### config.mk
export PLATFORM = sky130hd
export DESIGN_NAME = total_exp_arbiter
export DESIGN_NICKNAME = d
export VERILOG_FILES = /design/src/rtl/total_exp_arbiter.sv
export SDC_FILE = /design/constraint.sdc
export NUM_CORES = 1
export LEC_CHECK = 0
export ABC_AREA = 1
export CORE_MARGIN = 1
export CORE_UTILIZATION = 30
export DETAILED_ROUTE_END_ITERATION = 12
export GPL_ROUTABILITY_DRIVEN = 0
export GPL_TIMING_DRIVEN = 0
export PLACE_DENSITY = 0.72
export SETUP_SLACK_MARGIN = 0.1
export SLEW_MARGIN = 20
export SYNTH_ARGS = -nofsm -noshare
export SYNTH_HDL_FRONTEND = slang
export SYNTH_SLANG_ARGS = --single-unit
### constraint.sdc
create_clock -name clk_i -period 1 [get_ports clk_i]
set_input_delay 0.1 -clock clk_i [delete_from_list [all_inputs] [get_ports clk_i]]
set_output_delay 0.1 -clock clk_i [all_outputs]
set_load 0.02 [all_outputs]
### src/rtl/total_exp_arbiter.sv
// Round-robin arbiter sharing one total-exponent datapath (te = k*2^ES + exp) among NREQ requesters.
// Latency: 1 cycle from grant to registered response slot; one result per cycle with consumer ready.
// Backpressure: no grant while the slot is full and rsp_ready_i is low; slot outputs hold stable.
module total_exp_arbiter #(
    parameter int N    = 16,
    parameter int ES   = 1,
    parameter int NREQ = 2,
    localparam int K_BITS  = $clog2(N) + 1,
    localparam int TE_BITS = K_BITS + ES,
    localparam int IDW     = (NREQ > 1) ? $clog2(NREQ) : 1
) (
    input  logic                      clk_i,
    input  logic                      rst_i,
    input  logic [NREQ-1:0]           req_valid_i,
    output logic [NREQ-1:0]           req_ready_o,
    input  logic [NREQ*K_BITS-1:0]    req_k_i,
    input  logic [NREQ*ES-1:0]        req_exp_i,
    output logic                      rsp_valid_o,
    input  logic                      rsp_ready_i,
    output logic signed [TE_BITS-1:0] rsp_te_o,
    output logic [IDW-1:0]            rsp_id_o
);

    typedef enum logic {
        EMPTY = 1'b0,
        FULL  = 1'b1
    } state_t;

    state_t              state;
    state_t              state_nxt;
    logic [IDW-1:0]      rr_ptr;
    logic [IDW-1:0]      ptr_nxt;
    logic                can_accept;
    logic                gnt_vld;
    logic [IDW-1:0]      gnt_idx;
    int                  cand;
    logic [K_BITS-1:0]   k_sel;
    logic [ES-1:0]       exp_sel;
    logic [TE_BITS-1:0]  te_nxt;

    assign can_accept = (state == EMPTY) | rsp_ready_i;

    // Search order starts at rr_ptr and wraps, so the most recent winner goes last.
    always_comb begin
        gnt_vld     = 1'b0;
        gnt_idx     = '0;
        cand        = 0;
        req_ready_o = '0;
        if (!rst_i && can_accept) begin
            for (int i = 0; i < NREQ; i++) begin
                cand = int'(rr_ptr) + i;
                if (cand >= NREQ) begin
                    cand = cand - NREQ;
                end
                if (!gnt_vld && req_valid_i[cand]) begin
                    gnt_vld = 1'b1;
                    gnt_idx = IDW'(cand);
                end
            end
        end
        if (gnt_vld) begin
            req_ready_o[gnt_idx] = 1'b1;
        end
    end

    assign k_sel   = req_k_i[int'(gnt_idx)*K_BITS +: K_BITS];
    assign exp_sel = req_exp_i[int'(gnt_idx)*ES +: ES];

    // exp < 2^ES, so k*2^ES + exp is exactly the two's-complement concatenation {k, exp}.
    assign te_nxt  = {k_sel, exp_sel};
    assign ptr_nxt = (gnt_idx == IDW'(NREQ - 1)) ? '0 : gnt_idx + 1'b1;

    always_comb begin
        state_nxt = state;
        case (state)
            EMPTY:   if (gnt_vld) state_nxt = FULL;
            FULL:    if (rsp_ready_i && !gnt_vld) state_nxt = EMPTY;
            default: state_nxt = EMPTY;
        endcase
    end

    always_ff @(posedge clk_i) begin
        if (rst_i) begin
            state    <= EMPTY;
            rr_ptr   <= '0;
            rsp_te_o <= '0;
            rsp_id_o <= '0;
        end else begin
            state <= state_nxt;
            if (gnt_vld) begin
                rsp_te_o <= te_nxt;
                rsp_id_o <= gnt_idx;
                rr_ptr   <= ptr_nxt;
            end
        end
    end

    assign rsp_valid_o = (state == FULL);

endmodule

==> flow_summary.yaml <==
min_path:
  hold_depth: 2
  min_path_type: "in2reg"
  worstHoldStart: "rst_i"
  worstHoldEndpoint: "rr_ptr"
run_status:
  outcome: "finished with violations"
  violations: "negative setup slack"
layout:
  ff_latch_area_um2: 185.2
  fin_util: 0.5597
  nets: 126
  area_growth_pct: 74.35
  multiInputGateArea_um2: 267.8
  n_fill_cell: 156
  diodes: 0
  fin_area_um2: 833.3
  drive_gt1_frac: 0.3241
die:
  die_area_um2: 1757
  start_util: 0.3210
  die_h_um: 41.92
  rows: 14
  pin_count: 27
  core_um2: 1489
  die_w_um: 41.92
critical_path:
  required_ns: 0.90
  crit_path_end_kind: "primary output"
  r2r_setup_slack_ns: -0.14
  ff2ff_path_depth: 7
  timing.rr.end: "rsp_te_o[2]"
  rr_startpoint: "rsp_valid_o"
  cp_max_fo: 4
  crit_arrival_ns: 1.07
  crit_type: "reg2out"
  critPathLaunchType: "flop"
route:
  drt_wl_total_um: 1218
  final_antenna_net_count: 0
  vias: 556
  drc_errors: 0
  via_per_inst: 4.484
  drtIter0Drc: 10
  wl_per_cell_um: 9.823
  first_pass_iters: 4
yosys:
  ys_ff_latch: 9
  syn-cell-area_um2: 478.0
  yosys-top-cells-area: "dfxtp_1, nand2_1, nor2_1, inv_1, nand3_1"
  ys_types: 13
  yosysSeqAreaShare: 0.3770
  synth_edf_count: 0
  synthesis.nets: 90
  synth_top_area_cell: "dfxtp_1"
  yosysWarnings: 0
  synth_top_area_frac: 0.3770
  synth_ff_type: "dfxtp_1"
  synth_most_common_cell: "nand2_1"
  avgSynthCellArea_um2: 6.547
  async_reset_ff_frac: 0
  synth_cells: 73
  netlist_top_cells_count: "nand2_1, nor2_1, inv_1"
global_route:
  grt-ovfl-total: 0
  met3_usage: 0.03043
  antenna_found_initial: 0
  grt_max_degree: 11
  grt_busiest_layer: "met2"
  grt_use_total: 0.1493
  grt_pass1_wl_um: 2035
  grtUsageMet2: 0.2531
  met1_usage: 0.1838
  grt_pass1_vias: 509
sta:
  worst-slew-pin-transition_ns: 0.2053
  drv_slew: 0
  fin_ws_ns: -0.1733
  finalHoldViolCount: 0
  setup-tns-final_ns: -0.9485
  slew_headroom: 0.8628
  period_needed_ns: 1.173
  grt_setup_unrepaired: "yes"
  setup_viol: 10
  max_freq_ghz: 0.8523
  fin_crit_sh: 1.173
  clock_skew_ns: 0.001666
placement:
  placed_area_um2: 759.5
  dp_hpwl_um: 828.8
  io_buffers: 25
clocking:
  cts_tree: "done"
  clk_pin_slew_worst_paths_ns: 0.06
  insertion_delay_ns: 0.25
  cts_max_level: 1
  cts_made_buffers: 3
  clockBufferDepth: 2
  clockRootBuffer: "clkbuf_4"
  cts.sinks: 9
flow_run:
  cap_violations: 0
power:
  p_leak_nw: 0.4406
  p_per_area_nw_per_um2: 1180
  peakVddDrop_uv: 617.9
critical path, stage by stage, from the launching register on:
cell and delay, ns:
dfxtp_4 0.35, a21oi_4 0.20, nand3_4 0.10, inv_2 0.06, buf_6 0.10
registers in the layout, summed over array words and instances, names as in the netlist:
signal and flops:
rr_ptr 1, rsp_id_o 1, rsp_te_o 6, rsp_valid_o 1
repair_timing:
action                     CTS  global route
setup endpoints to repair   18            14
hold buffers                 0             0
buffers inserted             5             2
hold endpoints to repair     0             0
gates resized for setup     46            11
pin swaps                    3             4
cell type report:
cell class / instances / share of cell area
Buffer: 1 / 0.01351
Inverter: 13 / 0.05856
Tap cell: 16 / 0.02402
Multi-Input combinational cell: 50 / 0.3213
Sequential cell: 9 / 0.2222
Timing Repair Buffer: 31 / 0.3288
Clock buffer: 4 / 0.03153
worst max path at each step:
stage / slack, ns / depth (start not counted) / endpoint / startpoint
5_1_grt: -0.23 / 4 / req_ready_o[0] / rsp_valid_o
6_report: -0.17 / 4 / req_ready_o[0] / rsp_valid_o
3_5_place_dp: -0.83 / 6 / req_ready_o[0] / rsp_ready_i
4_1_cts: -0.20 / 4 / req_ready_o[0] / rsp_valid_o
3_3_place_gp: -0.84 / 6 / req_ready_o[0] / rsp_ready_i
2_1_floorplan: 0.04 / 5 / rsp_te_o[0] / rsp_valid_o
cells by family (layout without fill, tap and decap cells):
group                  after synthesis  after routing  share of synthesized area
AOI/OAI and AO/OA                    4              4                    0.07593
buffers and inverters               14             49                     0.1256
DFF                                  9              9                     0.3770
and+or+nand+nor                     46             46                     0.4215
per-layer routing:
layer / vias to the layer above / wire (um)
met4: 0 / 0
met5: - / 0
li1: 292 / -
met3: 0 / 78
met2: 19 / 610
met1: 245 / 529
metrics by stage:
| stage | total power [mW] | hold slack (ns) | cells | worst slack [ns] |
|---|---|---|---|---|
| finish | 0.9834 | 0.05721 | 124 | -0.1733 |
| global route | 1.047 | 0.05497 | 124 | -0.2322 |
| CTS | 0.9804 | 0.04551 | 123 | -0.1990 |
| detailed placement | 0.6834 | 0.3243 | 114 | -0.8313 |
| global placement | 0.6793 | 0.3199 | 114 | -0.8356 |
| floorplan | 0.5485 | 0.2389 | 73 | 0.03511 |
where the power goes:
part / total, mW / switching (mW) / internal [mW]
clock: 0.284 / 0.130 / 0.154
combinational: 0.300 / 0.151 / 0.149
sequential: 0.400 / 0.0156 / 0.385
total: 0.983 / 0.296 / 0.687
cell usage in the layout, fill, tap and decap left out, types with 4 or more instances in the layout:
cell type,instances
nand2_1,16
nand3_1,7
buf_4,8
inv_2,6
dfxtp_1,7
buf_6,4
nor2_1,17
inv_1,7
buf_2,4
clkdlybuf4s50_1,13
(Power assumes the default switching activity.)
==> RTL edit: new RTL, same flow settings <==
`N`: 16 -> 8.
--- a/src/rtl/total_exp_arbiter.sv
+++ b/src/rtl/total_exp_arbiter.sv
@@ -2,7 +2,7 @@
 // Latency: 1 cycle from grant to registered response slot; one result per cycle with consumer ready.
 // Backpressure: no grant while the slot is full and rsp_ready_i is low; slot outputs hold stable.
 module total_exp_arbiter #(
-    parameter int N    = 16,
+    parameter int N    = 8,
     parameter int ES   = 1,
     parameter int NREQ = 2,
     localparam int K_BITS  = $clog2(N) + 1,
Ports: changed (resized req_k_i and rsp_te_o); port bits go from 27 to 24. No check against the original RTL was run, so the function may have changed too.
==> RTL edit against the original RTL <==
The flow still finishes with violations (setup timing); total power decreased by 6.4%; area after synthesis is 9.9% lower; routed wire length is 11% lower; die area decreased by 9.5%; sequential cell count is 1 lower; setup slack worse by 0.019 ns; count of clock-buffer cells in the layout is the same; design area decreased by 4.4%; critical endpoint unchanged; largest cell class unchanged; highest routed layer unchanged.
==> RTL edit: results (changes against the original RTL) <==
[outcome]
outcome=finished with violations
violations=setup timing

[final_layout]
largest_reg_flops=5  ; -1
num-nets-final=115  ; -8.7%
drive_gt1_share_pct=39.4  ; +7.0 points

[yosys]
async_reset_ff_share_pct=0  ; unchanged
synth_xor_area_share_pct=0  ; unchanged
synthTopCellsByArea=dfxtp_1 37%, nand2_1 15%, nor2_1 13%
synth_common_cells=17 x nand2_1, 15 x nor2_1, 11 x inv_1
synth_fp_nets=80  ; -11%
post_synth_num_cell_types=13  ; unchanged
synth_compound_area_share_pct=8.43  ; +0.84 points
yosysSeqAreaShare_pct=37.2  ; -0.49 points
synth_adder_area_share_pct=0  ; unchanged

[drt]
drt_iter0_markers=4  ; -6
vias_per_cell=4.35  ; -3.0%
wl_per_cell_um=9.47  ; -3.6%

[timing]
final-setup-viol-count=10  ; unchanged
fin_skew_ns=0.0134  ; +0.0117 ns
fin_ws_ns=-0.192  ; -0.0187 ns
worstMarginPinSlew_ns=0.197  ; -0.00873 ns

[grt]
grt_max_degree=10  ; -1
grt_pass1_vias=407  ; -20%
grt.total_usage_pct=16.6  ; +1.6 points
grt_pass1_wl_mm=1.79  ; -12%

[pwr]
cellLeakagePower_nw=0.425  ; -3.6%
vdd_drop_max_v=0.000672  ; +8.7%

[critical_path]
ff2ff_setup_slack_ns=-0.15
reg2regPathDepth=8  ; +1
cp_max_fo=2  ; -2
arrival_ns=1.09  ; +0.02 ns
r2r_start=rsp_valid_o
critPathSlowestCell=dfxtp_4
max_stage_delay_ns=0.35  ; about the same

[cts]
cts_root_buf=clkbuf_4
clock_latency_ns=0.25  ; about the same

[placement]
portBuffers=22  ; -12%
placedInstanceArea_um2=673  ; -11%
place_hpwl_um=726  ; -12%

[min_path]
hold_depth=2  ; unchanged
hp-start=rst_i

-- RTL edit: cell types whose count changed after synthesis --
cell / unedited run / this run
nor2_1: 18 / 15
inv_1: 12 / 11
nand2_1: 19 / 17
nand3_1: 7 / 6
dfxtp_1: 9 / 8
-- RTL edit: area by class of cell --
type	instances	area, um2
tap	15	18.8
multi-input combinational	44	256
clock buffer	4	26.3
inverter	12	45.0
fill	128	520
sequential	8	165
timing repair buffer	30	274
buffer	1	11.3
-- RTL edit: metrics by stage --
| stage | TNS, ns | hold slack [ns] | cells | util (%) | worst slack [ns] |
|---|---|---|---|---|---|
| global placement | -4.01 | 0.312 | 102 | 51.1 | -0.804 |
| detailed placement | -4.16 | 0.325 | 102 | 51.1 | -0.799 |
| finish | -1.19 | 0.0475 | 114 | 60.5 | -0.192 |
| floorplan | 0 | 0.238 | 65 | - | 0.0544 |
| global route | -1.69 | 0.0527 | 114 | 60.5 | -0.227 |
| CTS | -1.08 | 0.0563 | 111 | 55.3 | -0.215 |
-- RTL edit: what timing repair did --
action / in CTS / in global routing
buffers inserted: 5 / 3
pin swaps: 2 / 5
setup endpoints to repair: 16 / 12
resized for setup: 45 / 18
gates cloned: 0 / 0
-- RTL edit: how the worst max path moves through the flow --
stage | from | end | slack (ns) | cells past startpoint
final | rsp_valid_o | req_ready_o[0] | -0.19 | 5
after global routing | rsp_valid_o | req_ready_o[0] | -0.23 | 5
after CTS | rsp_valid_o | req_ready_o[0] | -0.21 | 5
after detailed placement | rsp_ready_i | req_ready_o[0] | -0.80 | 6
after global placement | rsp_ready_i | req_ready_o[0] | -0.80 | 6
after floorplan | rsp_valid_o | rsp_te_o[0] | 0.05 | 5
-- RTL edit: kinds of logic (layout without fill, tap and decap cells) --
group	count (synthesis)	after routing
AOI/OAI and AO/OA	4	4
and+or+nand+nor	40	40
buffers and inverters	13	47
DFF	8	8
-- RTL edit: per-layer routing --
metal  GRT usage (%)  vias up  wire (um)
met5               0        -          0
met1            21.8      211        491
met2            27.8       20        510
li1                -      265          -
met3            4.55        0         77
met4               0        0          0
-- RTL edit: critical path, delay by kind of cell (launching register included) --
family	cells	cell delay, ns
simple gates	1	0.07
buf+inv	3	0.28
flops	1	0.35
compound gates	1	0.13
-- RTL edit: power breakdown --
| group | total, W | leakage [nW] | switching [W] | internal (W) |
|---|---|---|---|---|
| Sequential | 0.000356 | 0.0667 | 0.0000140 | 0.000342 |
| Combinational | 0.000293 | 0.343 | 0.000143 | 0.000150 |
| Clock | 0.000271 | 0.0150 | 0.000119 | 0.000153 |
| Total | 0.000920 | 0.425 | 0.000275 | 0.000645 |
